[config.mk]
export PLATFORM = sky130hd
export DESIGN_NAME = scalable_mac
export DESIGN_NICKNAME = d
export VERILOG_FILES = /design/src/rtl/scalable_mac_pkg.sv /design/src/rtl/scalable_mult.sv /design/src/rtl/scalable_mac.sv
export SDC_FILE = /design/constraint.sdc
export NUM_CORES = 1
export LEC_CHECK = 0
export ABC_AREA = 0
export ABC_CLOCK_PERIOD_IN_PS = 3000
export BUFFER_PORTS_ARGS = -buffer_cell sky130_fd_sc_hd__buf_2
export CORE_MARGIN = 2
export CORE_UTILIZATION = 35
export DETAILED_ROUTE_END_ITERATION = 12
export PLACE_DENSITY = 0.55
export SLEW_MARGIN = 20
export SYNTH_ARGS = -nofsm -noshare
export SYNTH_HDL_FRONTEND = slang
export SYNTH_SLANG_ARGS = --single-unit
[constraint.sdc]
create_clock -name clk_i -period 3 [get_ports clk_i]
set_input_delay 0.45 -clock clk_i [delete_from_list [all_inputs] [get_ports clk_i]]
set_output_delay 0.45 -clock clk_i [all_outputs]
set_load 0.01 [all_outputs]
[src/rtl/scalable_mac_pkg.sv]
// Shared types for the scalable MAC: precision mode encodings and lane-count helper.
package scalable_mac_pkg;

  typedef enum logic [1:0] {
    MODE_FULL      = 2'b00,
    MODE_QUARTER   = 2'b01,
    MODE_HALF      = 2'b10,
    MODE_QUARTER_X = 2'b11
  } mode_e;

  localparam int unsigned NUM_PRECISIONS = 3;

  function automatic int unsigned lane_count(input mode_e m);
    case (m)
      MODE_FULL: lane_count = 1;
      MODE_HALF: lane_count = 2;
      default:   lane_count = 4;
    endcase
  endfunction

endpackage

[src/rtl/scalable_mult.sv]
// Combinational lane-split signed multiplier; each lane product is sign-extended
// into its ACC_WIDTH/L slot of the packed result.
module scalable_mult
  import scalable_mac_pkg::*;
#(
  parameter int DATA_WIDTH = 8,
  parameter int ACC_WIDTH  = 32
) (
  input  logic [DATA_WIDTH-1:0] a_i,
  input  logic [DATA_WIDTH-1:0] b_i,
  input  mode_e                 mode_i,
  output logic [ACC_WIDTH-1:0]  prod_o
);

  localparam int PW = 2 * DATA_WIDTH;
  localparam int HW = DATA_WIDTH / 2;
  localparam int QW = DATA_WIDTH / 4;
  localparam int HA = ACC_WIDTH / 2;
  localparam int QA = ACC_WIDTH / 4;

  logic signed [PW-1:0] full_p;
  logic [ACC_WIDTH-1:0] full_x;
  logic [ACC_WIDTH-1:0] half_x;
  logic [ACC_WIDTH-1:0] quar_x;

  assign full_p = PW'($signed(a_i)) * PW'($signed(b_i));
  assign full_x = ACC_WIDTH'(full_p);

  for (genvar gi = 0; gi < 2; gi++) begin : g_half
    logic signed [HW-1:0]         ha;
    logic signed [HW-1:0]         hb;
    logic signed [DATA_WIDTH-1:0] hp;
    assign ha = a_i[gi*HW +: HW];
    assign hb = b_i[gi*HW +: HW];
    assign hp = DATA_WIDTH'(ha) * DATA_WIDTH'(hb);
    assign half_x[gi*HA +: HA] = HA'(hp);
  end

  for (genvar gi = 0; gi < 4; gi++) begin : g_quar
    logic signed [QW-1:0] qa;
    logic signed [QW-1:0] qb;
    logic signed [HW-1:0] qp;
    assign qa = a_i[gi*QW +: QW];
    assign qb = b_i[gi*QW +: QW];
    assign qp = HW'(qa) * HW'(qb);
    assign quar_x[gi*QA +: QA] = QA'(qp);
  end

  always_comb begin
    prod_o = quar_x;
    case (mode_i)
      MODE_FULL: prod_o = full_x;
      MODE_HALF: prod_o = half_x;
      default:   prod_o = quar_x;
    endcase
  end

endmodule

[src/rtl/scalable_mac.sv]
// Two-stage lane-configurable multiply-accumulate with valid/ready handshakes.
// Define SCALABLE_MAC_SATURATE_EN to clamp each lane instead of wrapping.
module scalable_mac
  import scalable_mac_pkg::*;
#(
  parameter int DATA_WIDTH = 8,
  parameter int ACC_WIDTH  = 32
) (
  input  logic                  clk_i,
  input  logic                  rst_ni,
  input  logic [DATA_WIDTH-1:0] a_i,
  input  logic [DATA_WIDTH-1:0] b_i,
  input  logic [1:0]            mode_i,
  input  logic                  last_i,
  input  logic                  in_valid_i,
  output logic                  in_ready_o,
  output logic [ACC_WIDTH-1:0]  out_data_o,
  output logic                  out_valid_o,
  input  logic                  out_ready_i
);

  logic                 first_q, first_d;
  mode_e                mode_q, mode_d;
  logic                 s1_valid_q, s1_valid_d;
  logic                 s1_last_q, s1_last_d;
  mode_e                s1_mode_q, s1_mode_d;
  logic [ACC_WIDTH-1:0] s1_prod_q, s1_prod_d;
  logic [ACC_WIDTH-1:0] acc_q, acc_d;
  logic [ACC_WIDTH-1:0] out_data_q, out_data_d;
  logic                 out_valid_q, out_valid_d;

  logic                 stall;
  logic                 accept;
  mode_e                eff_mode;
  logic [ACC_WIDTH-1:0] prod_c;
  logic [NUM_PRECISIONS-1:0][ACC_WIDTH-1:0] sum_c;
  logic [ACC_WIDTH-1:0] sum_sel;

  assign stall       = out_valid_q & ~out_ready_i;
  assign in_ready_o  = ~stall;
  assign accept      = in_valid_i & in_ready_o;
  assign out_data_o  = out_data_q;
  assign out_valid_o = out_valid_q;

  // The first beat of an accumulation picks the precision; later beats reuse it.
  assign eff_mode = first_q ? mode_e'(mode_i) : mode_q;

  scalable_mult #(
    .DATA_WIDTH(DATA_WIDTH),
    .ACC_WIDTH (ACC_WIDTH)
  ) u_mult (
    .a_i   (a_i),
    .b_i   (b_i),
    .mode_i(eff_mode),
    .prod_o(prod_c)
  );

  // Candidate sums for every precision; index mi has 2**mi lanes.
  for (genvar mi = 0; mi < NUM_PRECISIONS; mi++) begin : g_prec
    localparam int LW = ACC_WIDTH >> mi;
    for (genvar gi = 0; gi < (1 << mi); gi++) begin : g_lane
      logic [LW-1:0] lane_acc;
      logic [LW-1:0] lane_prod;
      logic [LW-1:0] lane_sum;
      assign lane_acc  = acc_q[gi*LW +: LW];
      assign lane_prod = s1_prod_q[gi*LW +: LW];
      assign lane_sum  = lane_acc + lane_prod;
`ifdef SCALABLE_MAC_SATURATE_EN
      logic lane_ovf;
      assign lane_ovf = (lane_acc[LW-1] == lane_prod[LW-1]) &&
                        (lane_sum[LW-1] != lane_acc[LW-1]);
      assign sum_c[mi][gi*LW +: LW] = !lane_ovf      ? lane_sum :
                                      lane_acc[LW-1] ? {1'b1, {(LW-1){1'b0}}} :
                                                       {1'b0, {(LW-1){1'b1}}};
`else
      assign sum_c[mi][gi*LW +: LW] = lane_sum;
`endif
    end
  end

  always_comb begin
    sum_sel = sum_c[2];
    case (s1_mode_q)
      MODE_FULL: sum_sel = sum_c[0];
      MODE_HALF: sum_sel = sum_c[1];
      default:   sum_sel = sum_c[2];
    endcase
  end

  always_comb begin
    first_d     = first_q;
    mode_d      = mode_q;
    s1_valid_d  = s1_valid_q;
    s1_last_d   = s1_last_q;
    s1_mode_d   = s1_mode_q;
    s1_prod_d   = s1_prod_q;
    acc_d       = acc_q;
    out_data_d  = out_data_q;
    out_valid_d = out_valid_q;

    if (accept) begin
      first_d = last_i;
      if (first_q) mode_d = mode_e'(mode_i);
    end

    if (!stall) begin
      s1_valid_d  = accept;
      s1_last_d   = last_i;
      s1_mode_d   = eff_mode;
      s1_prod_d   = prod_c;
      out_valid_d = 1'b0;
      if (s1_valid_q) begin
        if (s1_last_q) begin
          out_data_d  = sum_sel;
          out_valid_d = 1'b1;
          acc_d       = '0;
        end else begin
          acc_d = sum_sel;
        end
      end
    end
  end

  always_ff @(posedge clk_i or negedge rst_ni) begin
    if (!rst_ni) begin
      first_q     <= 1'b1;
      mode_q      <= MODE_FULL;
      s1_valid_q  <= 1'b0;
      s1_last_q   <= 1'b0;
      s1_mode_q   <= MODE_FULL;
      s1_prod_q   <= '0;
      acc_q       <= '0;
      out_data_q  <= '0;
      out_valid_q <= 1'b0;
    end else begin
      first_q     <= first_d;
      mode_q      <= mode_d;
      s1_valid_q  <= s1_valid_d;
      s1_last_q   <= s1_last_d;
      s1_mode_q   <= s1_mode_d;
      s1_prod_q   <= s1_prod_d;
      acc_q       <= acc_d;
      out_data_q  <= out_data_d;
      out_valid_q <= out_valid_d;
    end
  end

endmodule

Yosys cells after proc, flatten, opt, wreduce, memory -nomap -nowiden --
Index checks and enable logic that the tools add are counted.
Cells by class: muxes and demuxes 6, reduce and logical (&&, ||, !) cells 4, multiply operators 7, add/sub/neg operators 7, bitwise operators 4, equality and inequality tests 2
Operator list (count):
- $pmux W32 S2 | 2
- $add A16 B16 Y16 | 2
- $add A32 B32 Y32 | 1
- $add A8 B8 Y8 | 4
- $mux W32 | 1
- $mul A2 B2 Y4 | 4
- $mul A4 B4 Y8 | 2
- $mul A8 B8 Y16 | 1
- $eq A2 B2 Y1 const B | 2
- $logic_not A2 Y1 | 2
- $reduce_and A3 Y1 | 1
- $and A1 B1 Y1 | 2
- $mux W1 | 2
- $mux W2 | 1
- $not A1 Y1 | 2
- $reduce_and A2 Y1 | 1
Word-level totals: input port bits 23, output and inout bits 34, word-level logic and storage cells 39, flip-flop bits (word level) 104

Depth between registers and ports, before layout --
Gate-level depths: netlist of the first run.
word-level depth 4, depth in mapped cells 21

By module --
From an unflattened synthesis of the first run, not the netlist that was laid out.
Second synthesis, totals: cell total of the unflattened synthesis 1145, area, all modules 10059.6 um^2
By module, submodules not included:
- scalable_mac | cells each 668, area an instance 6043.3 um^2, seq. area each 2603.7 um^2, instances 1
- scalable_mult | cells each 477, area an instance 4016.4 um^2, seq. area each 0.0 um^2, instances 1

Worst setup path before layout of the first run --
OpenSTA, ideal clock, no wires.
kind input port to flip-flop, start point input port a_i[4], end point register s1_prod_q[30] (netlist: g_prec[0].g_lane[0].lane_prod[30]), cell stages on the path 16, required time 2.922 ns, data arrival time 4.911 ns, slack -1.988 ns, path through clkbuf_1 and2_1 fa_1 fa_1 fa_1 inv_1 fa_1 inv_1 ha_1 a2111oi_0 o21ai_0 a31o_2 a2111o_1 and3_1 a21boi_1 a21oi_1
Between the ends: word-level cells in the longest chain between the ends 2
Ends and longest elaborated chain:
- from (decl) | line scalable_mac.sv:11 | input logic [DATA_WIDTH-1:0] a_i,
- $mul A8 B8 Y16 / $mul A4 B4 Y8 (equally long branches) | line scalable_mult.sv:26, scalable_mult.sv:35
- $pmux W32 S2 * | line scalable_mult.sv:51 | case (mode_i)
- to (signal assigned) | line scalable_mac.sv:141 | s1_prod_q <= s1_prod_d;
- to (decl) | line scalable_mac.sv:27 | logic [ACC_WIDTH-1:0] s1_prod_q, s1_prod_d;
Mark *: on every way between the ends. The rest lies on a longest branch, timed or not. A chain may end at the register's enable or synchronous reset.

Worst setup path after layout of the first run --
start point input port a_i[7], end point register s1_prod_q[26] (netlist: g_prec[0].g_lane[0].lane_prod[26])
Between the ends: word-level cells in the longest chain between the ends 2
Ends and longest elaborated chain:
- $mul A8 B8 Y16, or another cell as far along | line scalable_mult.sv:26 | assign full_p = PW'($signed(a_i)) * PW'($signed(b_i));
- $pmux W32 S2 * | line scalable_mult.sv:51
Marks and branches as above.

==> results.cfg, run 1 <==
[drt]
wl_per_cell_um = 15.4
drtAntennaViolNets = 0
viasPerCell = 4.97
drt_first_pass_iters = 5
wirelength_mm = 24.0
drt-initial-drc-count = 474
drcViolationCount = 0
num_vias = 7768

[die]
placementRows = 60
dieArea_mm2 = 0.0290
fp.dieH_um = 170
start_util_pct = 35.8
die_x_um = 170
core-area_mm2 = 0.0270
ios = 57

[run_status]
status = finished with violations
violations = setup timing

[cts]
htreeDepth = 3
cts_root_buf = clkbuf_16
cts.sink_count = 100
insertion_delay_ps = 350
cts_buffer_depth = 2
cts_tree = built
cts_buffers = 9
ctsHoldBuffers = 0
path_clk_slew_ps = 70

[pwr]
power_density_mw_per_mm2 = 1010
combPwrFrac_pct = 71.3
p_clk_share_pct = 9.1
seqPwrFrac_pct = 19.5
switchingPower_mw = 5.63
ir_drop_mv = 0.407
power.leakage_nw = 5.94
switching_share_pct = 45.7
intPower_mw = 6.68

[global_routing]
grt_pass1_vias = 7921
grt_use_met3_pct = 1.53
grt.overflow.total = 0
grt.busiest_layer = met2
antenna_found_initial = 0
grtUsageTotal_pct = 17.2
grt_pass1_wl_mm = 40.1
grt_util_met1_pct = 24.4
use_met2_pct = 28.6
grt_max_degree = 70

[cells_and_area]
final_area_mm2 = 0.0122
nNetsFinal = 1408
area_growth_pct = 26.0
drive_gt1_share_pct = 29.1
utilization_pct = 45.1
antenna_cells = 0
final_cells = 1563

[synthesis]
postSynthCellCount = 1048
synthTopCellsByArea = dfrtp_1, fa_1, ha_1
yosys_register_bits = 100
ys_seq_area_share_pct = 25.9
synth_top_area_share_pct = 25.6
yosysUniqueCellTypes = 71
netlist_area_mm2 = 0.00967
synth-edff-count = 0
synthFlopType = dfrtp_1
yosysWarnings = 0
syn-num-nets = 1239
synth.avg_cell_area_um2 = 9.23
post-synth-top-area-cell = dfrtp_1
async_flop_share_pct = 100

[run]
drv_cap = 0

[sta]
setup_tns_ps = -25160
rsz0062_at_grt = yes
max_freq_mhz = 230
slew_violations = 0
tightestPinTransition_ps = 889
setup_violations = 24
fin_ws_ps = -1340
max_slew_margin_pct = 40.7
skew_ps = 11.6
fin_crit_ps = 4340
post-route-period-util_pct = 145
final-hold-violation-count = 0

[critical_path]
cp-end-kind = flip-flop
startpoint_type = input port
cp.required_ps = 3230
cp_max_fo = 7
arrival_ps = 4570
critical_path_class = in -> reg

[placement]
dp_cells = 1534
dp_slack_ps = -1910
dpl-instance-area_mm2 = 0.0114
globalplace.congestion = 0.834
port_buffers = 56
post-dp-hpwl_mm = 19.2

[min_path]
hp-class = in -> async
metal layers:
| metal | part of all wire (%) | vias to the layer above | routed length [um] |
|---|---|---|---|
| li1 | - | 3890 | - |
| met1 | 49 | 3730 | 11900 |
| met2 | 47 | 124 | 11200 |
| met3 | 2.3 | 24 | 559 |
| met4 | 1.5 | 0 | 351 |
| met5 | 0 | - | 0 |
state kept, by name, summed over array words and instances, names as in the netlist:
name / count
acc_q: 32
out_data_o: 32
g_prec.g_lane.lane_prod: 28
mode_q: 2
s1_mode_q: 2
first_q: 1
out_valid_o: 1
s1_last_q: 1
s1_valid_q: 1
power by group through the flow:
stage                     Sequential (mW)  Clock (mW)  Combinational, mW
after floorplan                      2.38           0               5.73
after global placement               2.42           0               8.02
after detailed placement             2.44           0               8.10
after CTS                            2.42        1.15               8.51
after global routing                 2.49        1.21               9.83
final                                2.41        1.12               8.78
final timing paths:
path	from	endpoint	slack, ps	cells after the start
min	rst_ni	out_data_o[3]$_DFFE_PN0P_	210	1
max in group asynchronous	rst_ni	acc_q[21]$_DFFE_PN0P_	1990	2
max reg2reg	g_prec[0].g_lane[0].lane_prod[0]$_DFFE_PN0N_	out_data_o[20]$_DFFE_PN0P_	130	11
min in group clk_i	last_i	first_q$_DFFE_PN1P_	350	2
max	a_i[7]	g_prec[0].g_lane[0].lane_prod[26]$_DFFE_PN0N_	-1340	18
min reg2reg	out_data_o[16]$_DFFE_PN0P_	out_data_o[16]$_DFFE_PN0P_	470	2
worst max-delay path, stage by stage:
cell and delay (ps):
buf_6 110, buf_4 130, nand2_4 70, inv_4 40
fa_2 640, fa_1 430, fa_1 490, inv_1 50
fa_1 520, inv_1 40, ha_2 160, or3_1 370
a31o_2 240, buf_4 150, nand4_1 100, and3_4 210
a21boi_4 280, a21oi_1 90
layout by cell type (no fill, tap or decap), drive strengths merged, types with 9 or more instances in the layout:
cell    count
xor2       23
xnor2      38
nor3       12
and2       43
fa         78
nand2     105
a211oi     10
a21o       17
a21oi      75
buf       193
nor2       65
dfrtp      99
o31ai      13
a22o       20
o21ai      47
nand3       9
nand2b     12
clkbuf     13
a31oi       9
ha         90
inv       130
o211ai     10
mux2       26
cell families (layout without fill, tap and decap cells):
kind of cell / Yosys count / count (layout) / synth area share, %
simple gates: 272 / 272 / 13.1
buf+inv: 167 / 341 / 7.14
xor+xnor: 61 / 61 / 5.53
mux: 30 / 30 / 3.44
fa+ha+maj: 168 / 168 / 27.8
flops: 100 / 100 / 25.9
compound gates: 250 / 250 / 17.1
synth_stat cells (all sizes together), types with 12 or more instances:
cell    count
ha         90
nor3       12
fa         78
clkbuf     30
xor2       23
xnor2      38
a21o       17
nor2       65
and2       43
nand2b     12
inv       128
mux2       26
o21ai      47
a21oi      75
a22o       20
o31ai      13
dfrtp      99
nand2     105
stage by stage:
step                      hold WS (ps)  power, mW
after detailed placement           467       10.5
after CTS                          259       12.1
after global routing               278       13.5
after global placement             461       10.4
final                              207       12.3
after floorplan                    154       8.11
what timing repair did:
| action | in CTS | in global routing |
|---|---|---|
| setup endpoints to repair | 25 | 35 |
| gates resized for setup | 74 | 48 |
| buffers inserted | 13 | 5 |
| pin swaps | 54 | 41 |
cell type report:
cell class                 instances  area [um2]
fill                            2650       14800
tap                              341         427
sequential                       100        2500
clock buffer                      11         233
inverter                         130         493
multi-input combinational        781        6950
timing repair buffer             195        1520
clock inverter                     5        46.3
Note: power is estimated with default switching activity, not from simulation.
==> run 2: changes to the inputs <==
--- a/config.mk
+++ b/config.mk
@@ -8,7 +8,6 @@
 export ABC_AREA = 0
 export ABC_CLOCK_PERIOD_IN_PS = 3000
 export BUFFER_PORTS_ARGS = -buffer_cell sky130_fd_sc_hd__buf_2
-export CORE_MARGIN = 2
 export CORE_UTILIZATION = 35
 export DETAILED_ROUTE_END_ITERATION = 12
 export PLACE_DENSITY = 0.55
==> run 2 against run 1 <==
Effect of this change:
- the flow still finishes with violations (setup timing)
- via count rose by 0.48%
- total power rose by 0.69%
- clock power rose by 9.8%
- register-to-register slack barely moved
- worst setup slack improved by 72 ps
- largest cell class unchanged
- critical path type unchanged
==> results.cfg, run 2 (synthesis results as in run 1) <==
[cts]
cts_tree = built
cts_buffers = 9
insertion_delay_ps = 360
cts.sink_count = 100
cts_buffer_depth = 2
htreeDepth = 3
path_clk_slew_ps = 70
cts_root_buf = clkbuf_16
ctsHoldBuffers = 0

[cells_and_area]
final_common_cell = buf_4
area_growth_pct = 26.3
final_area_mm2 = 0.0122
antenna_cells = 0
most-common-layout-cells = buf_4, inv_1, dfrtp_1
drive_gt1_share_pct = 29.7
final_cells = 1564
nFillCells = 2668
nNetsFinal = 1409
utilization_pct = 45.2

[pwr]
power.leakage_nw = 5.94
intPower_mw = 6.74
ir_drop_mv = 0.391
power_density_mw_per_mm2 = 1020
seqPwrFrac_pct = 19.4
switchingPower_mw = 5.66
combPwrFrac_pct = 70.7
switching_share_pct = 45.6
p_total_mw = 12.4
p_clk_share_pct = 9.9

[global_routing]
grt.overflow.total = 0
grt_pass1_vias = 8210
grt_max_degree = 61
antenna_found_initial = 0
grt_pass1_wl_mm = 41.6
grtUsageTotal_pct = 18.1

[drt]
num_vias = 7805
wl_met2_mm = 11.4
wl_met3_um = 664
wirelength_mm = 24.2
drt_first_pass_iters = 4
viasPerCell = 4.99
drt-initial-drc-count = 306
wl_per_cell_um = 15.5
drtAntennaViolNets = 0
top_layer = met4
drcViolationCount = 0
wl_met1_mm = 11.8

[sta]
final-hold-violation-count = 0
slew_violations = 0
fin_crit_ps = 4270
max_slew_margin_pct = 47.3
post-route-period-util_pct = 142
rsz0062_at_grt = yes
setup_violations = 24
fin_ws_ps = -1270
tightestPinTransition_ps = 787
skew_ps = 10.5
hold_ws_ps = 87.9
max_freq_mhz = 234

[run_status]
violations = setup timing
status = finished with violations

[die]
die_x_um = 168
fp.dieH_um = 168
ios = 57
start_util_pct = 35.8
dieArea_mm2 = 0.0283
core-area_mm2 = 0.0270
placementRows = 60

[placement]
globalplace.congestion = 0.853
dpl-instance-area_mm2 = 0.0113
port_buffers = 56
post-dp-hpwl_mm = 19.4
dp_cells = 1534

[critical_path]
crit_path_cell_trace = buf_8, and2_4, fa_1, inv_1, fa_1, inv_2, fa_1, inv_2, fa_1, inv_1, ha_4, o21a_1, o21ai_1, nand2b_1, a31o_2, a2111o_1, and3_4, a21boi_4, a21oi_2
cp_top_family = adder cells
cp_max_fo = 7
cp.required_ps = 3280
startpoint_type = input port
crit_path_max_incr_delay_ps = 550
critical_path_class = in -> reg
cp_num_buf_inv = 5
arrival_ps = 4550
cp-end-kind = flip-flop
critPathMostFrequentCell = fa_1
cp_slowest_cell = fa_1

[run]
drv_cap = 0

[min_path]
hp-class = in -> async
==> run 2: power by group through the flow <==
stage	combinational [mW]	sequential (mW)	clock, mW
6_report	8.76	2.40	1.23
5_1_grt	9.80	2.48	1.32
4_1_cts	8.44	2.41	1.25
3_5_place_dp	8.12	2.43	0
3_3_place_gp	8.02	2.42	0
2_1_floorplan	5.73	2.38	0
==> run 2: final cells by class <==
type / instances / area (um2) / area share (%)
clock inverter: 7 / 81.3 / 0.666
sequential: 100 / 2500 / 20.5
inverter: 130 / 490 / 4.02
multi-input combinational: 781 / 6970 / 57.1
clock buffer: 9 / 225 / 1.85
timing repair buffer: 196 / 1510 / 12.4
tap: 341 / 427 / 3.50
==> run 2: final timing paths <==
check                      slack (ps)                                          from  cells past startpoint                                            end
min in group clk_i                350                                        last_i                      3                          s1_last_q$_DFFE_PN0N_
min                                90                                        rst_ni                      1                      out_data_o[3]$_DFFE_PN0P_
min reg2reg                       480                    out_data_o[16]$_DFFE_PN0P_                      2                     out_data_o[16]$_DFFE_PN0P_
max in group asynchronous        2180                                        rst_ni                      2                            first_q$_DFFE_PN1P_
max                             -1270                                        a_i[7]                     19  g_prec[0].g_lane[0].lane_prod[25]$_DFFE_PN0N_
max reg2reg                       120  g_prec[0].g_lane[0].lane_prod[1]$_DFFE_PN0N_                      9                          acc_q[31]$_DFFE_PN0P_
==> run 2: repair_timing <==
| item | in CTS | in global routing |
|---|---|---|
| setup endpoints to repair | 25 | 31 |
| pin swaps | 73 | 17 |
| setup buffers | 11 | 4 |
| gates resized for setup | 81 | 43 |
| gates cloned | 0 | 0 |
==> run 2: through the flow <==
stage | worst slack (ps) | setup TNS (ps)
finish | -1270 | -23780
global route | -1420 | -27440
CTS | -1290 | -23980
detailed placement | -1950 | -37740
global placement | -1840 | -36220
floorplan | -1590 | -28850
==> run 2: metal layers <==
metal	track usage [%]	vias up
li1	-	3885
met1	25.1	3787
met2	30.4	113
met3	2.02	20
met4	3.91	0
met5	0	-
==> run 3: changes to the inputs <==
--- a/config.mk
+++ b/config.mk
@@ -14,4 +14,5 @@
 export SLEW_MARGIN = 20
 export SYNTH_ARGS = -nofsm -noshare
 export SYNTH_HDL_FRONTEND = slang
+export SYNTH_HIERARCHICAL = 1
 export SYNTH_SLANG_ARGS = --single-unit
==> run 3 against run 2 <==
Effect of this change:
- the run still ends with setup timing left
- largest power group unchanged
- design area up 4.5%
- die area grew 4.0%
- critical path type unchanged
- utilization grew 0.38 points
- total power up 0.38%
==> results.cfg, run 3 <==
[sta]
tightestPinTransition_ps = 640
post-route-period-util_pct = 141
rsz0062_at_grt = yes
slew_violations = 0
max_slew_margin_pct = 57.2
setup_violations = 28
final-hold-violation-count = 0
skew_ps = 13.3
fin_crit_ps = 4240
setup_tns_ps = -29000
fin_ws_ps = -1240
max_freq_mhz = 236

[die]
start_util_pct = 35.9
ios = 57
placementRows = 61
fp.dieH_um = 172
die_x_um = 172
dieArea_mm2 = 0.0294
core-area_mm2 = 0.0280

[synthesis]
synthTopCellsByArea = dfrtp_1, fa_1, ha_1
async_flop_share_pct = 100
syn-num-nets = 1336
synth_top_area_share_pct = 25.6
yosys_register_bits = 104
netlist_area_mm2 = 0.0101
synth_most_common_cell = nand2_1
synthFlopType = dfrtp_1
synth.avg_cell_area_um2 = 8.79
synthTopCellsByCount = nand2_1, inv_1, dfrtp_1
yosysWarnings = 6
yosysUniqueCellTypes = 72
synth-edff-count = 0
ys_seq_area_share_pct = 25.9
post-synth-top-area-cell = dfrtp_1
postSynthCellCount = 1145

[pwr]
power.leakage_nw = 6.33
power_density_mw_per_mm2 = 975
ir_drop_mv = 0.384
p_total_mw = 12.4

[critical_path]
critical_path_class = in -> reg
cp_max_fo = 8
r2r_end = out_data_o[20]$_DFFE_PN0P_
cp.required_ps = 3250
startpoint = b_i[7]
cp-end-kind = flip-flop
r2r-start = g_prec[0].g_lane[0].lane_prod[0]$_DFFE_PN0N_
worst_r2r_path_depth = 10
crit_end = g_prec[0].g_lane[0].lane_prod[27]$_DFFE_PN0N_
startpoint_type = input port
r2r_slack_ps = 70
arrival_ps = 4490

[cells_and_area]
nNetsFinal = 1499
most-common-layout-cells = nand2_1, buf_4, inv_1
final_area_mm2 = 0.0128
antenna_cells = 0
nFillCells = 2748
drive_gt1_share_pct = 28.6
final_cells = 1691
area_growth_pct = 26.8
final_common_cell = nand2_1

[global_routing]
grt_pass1_wl_mm = 42.3
grtUsageTotal_pct = 18.1
grt_max_degree = 45
antenna_found_initial = 0
grt_pass1_vias = 8377
grt.overflow.total = 0

[drt]
viasPerCell = 4.83
num_vias = 8167
wirelength_mm = 25.3
drt_first_pass_iters = 5
wl_per_cell_um = 15.0
drcViolationCount = 0
drtAntennaViolNets = 0
drt-initial-drc-count = 408

[cts]
htreeDepth = 3
path_clk_slew_ps = 80
cts_root_buf = clkbuf_16
cts_buffer_depth = 2
cts_tree = built
cts.sink_count = 104
insertion_delay_ps = 360
cts_buffers = 9

[placement]
port_buffers = 56
globalplace.congestion = 0.874
dp_cells = 1652
dp_slack_ps = -1820
post-dp-hpwl_mm = 20.4
dpl-instance-area_mm2 = 0.0117

[min_path]
hp-class = in -> async

[run_status]
status = finished with violations
violations = setup timing

[run]
drv_cap = 0
[run 3: final cells by class]
type,instances,area (um2),area share [%]
timing repair buffer,207,1640,12.8
clock inverter,6,51.3,0.402
inverter,140,529,4.15
clock buffer,10,239,1.87
sequential,104,2600,20.4
multi-input combinational,846,7220,56.6
tap,378,473,3.71
[run 3: layer usage]
metal  routed length [um]  GRT usage (%)  vias to the layer above
met3                  659           1.36                       16
met5                    0              0                        -
li1                     -              -                     4132
met4                  250           3.96                        0
met1                12500           25.5                     3913
met2                11900           30.2                      106
[run 3: worst min path at each step]
| stage | from | to | cells past startpoint |
|---|---|---|---|
| CTS | rst_ni | acc_q[26]$_DFFE_PN0P_ | 1 |
| floorplan | rst_ni | acc_q[0]$_DFFE_PN0P_ | 0 |
| global placement | out_data_o[14]$_DFFE_PN0P_ | out_data_o[14]$_DFFE_PN0P_ | 2 |
| detailed placement | out_data_o[24]$_DFFE_PN0P_ | out_data_o[24]$_DFFE_PN0P_ | 2 |
| finish | rst_ni | acc_q[26]$_DFFE_PN0P_ | 1 |
| global route | rst_ni | acc_q[26]$_DFFE_PN0P_ | 1 |
[run 3: critical path, cell delays in order]
cell	delay, ps
buf_12	90
clkinvlp_4	140
buf_6	150
nor2_2	90
fa_2	450
fa_2	370
fa_1	510
inv_1	50
fa_1	490
inv_2	50
ha_4	270
a21o_1	140
a31oi_2	50
or2_4	280
a41oi_4	250
mux2i_4	390
nand2_2	150
nand2_1	80
nand2_1	50
[run 3: what timing repair did]
action | CTS | global route
hold buffers | 0 | 0
endpoints found under the setup margin | 28 | 31
setup buffers | 16 | 8
pin swaps | 69 | 56
gates cloned | 0 | 0
resized for setup | 112 | 42
[run 3: per-stage QoR]
stage	hold WS (ps)	utilization, %
2_1_floorplan	154	-
3_3_place_gp	457	41.8
3_5_place_dp	466	41.8
4_1_cts	115	44.8
5_1_grt	142	45.5
6_report	92.5	45.5
[run 3: logic make-up (layout without fill, tap and decap cells)]
kind of cell | after synthesis | count (layout) | share of synthesized area, %
xor gates and xnor gates | 55 | 55 | 5.06
muxes | 25 | 25 | 2.80
adders and majority gates | 168 | 168 | 26.7
and+or+nand+nor | 355 | 355 | 15.9
buffers and inverters | 195 | 363 | 7.66
DFF | 104 | 104 | 25.9
AOI/OAI and AO/OA | 243 | 243 | 16.0
[run 3: power breakdown]
| part | internal [mW] | switching [mW] |
|---|---|---|
| registers | 2.02 | 0.410 |
| logic | 4.00 | 4.86 |
| clock network | 0.596 | 0.545 |
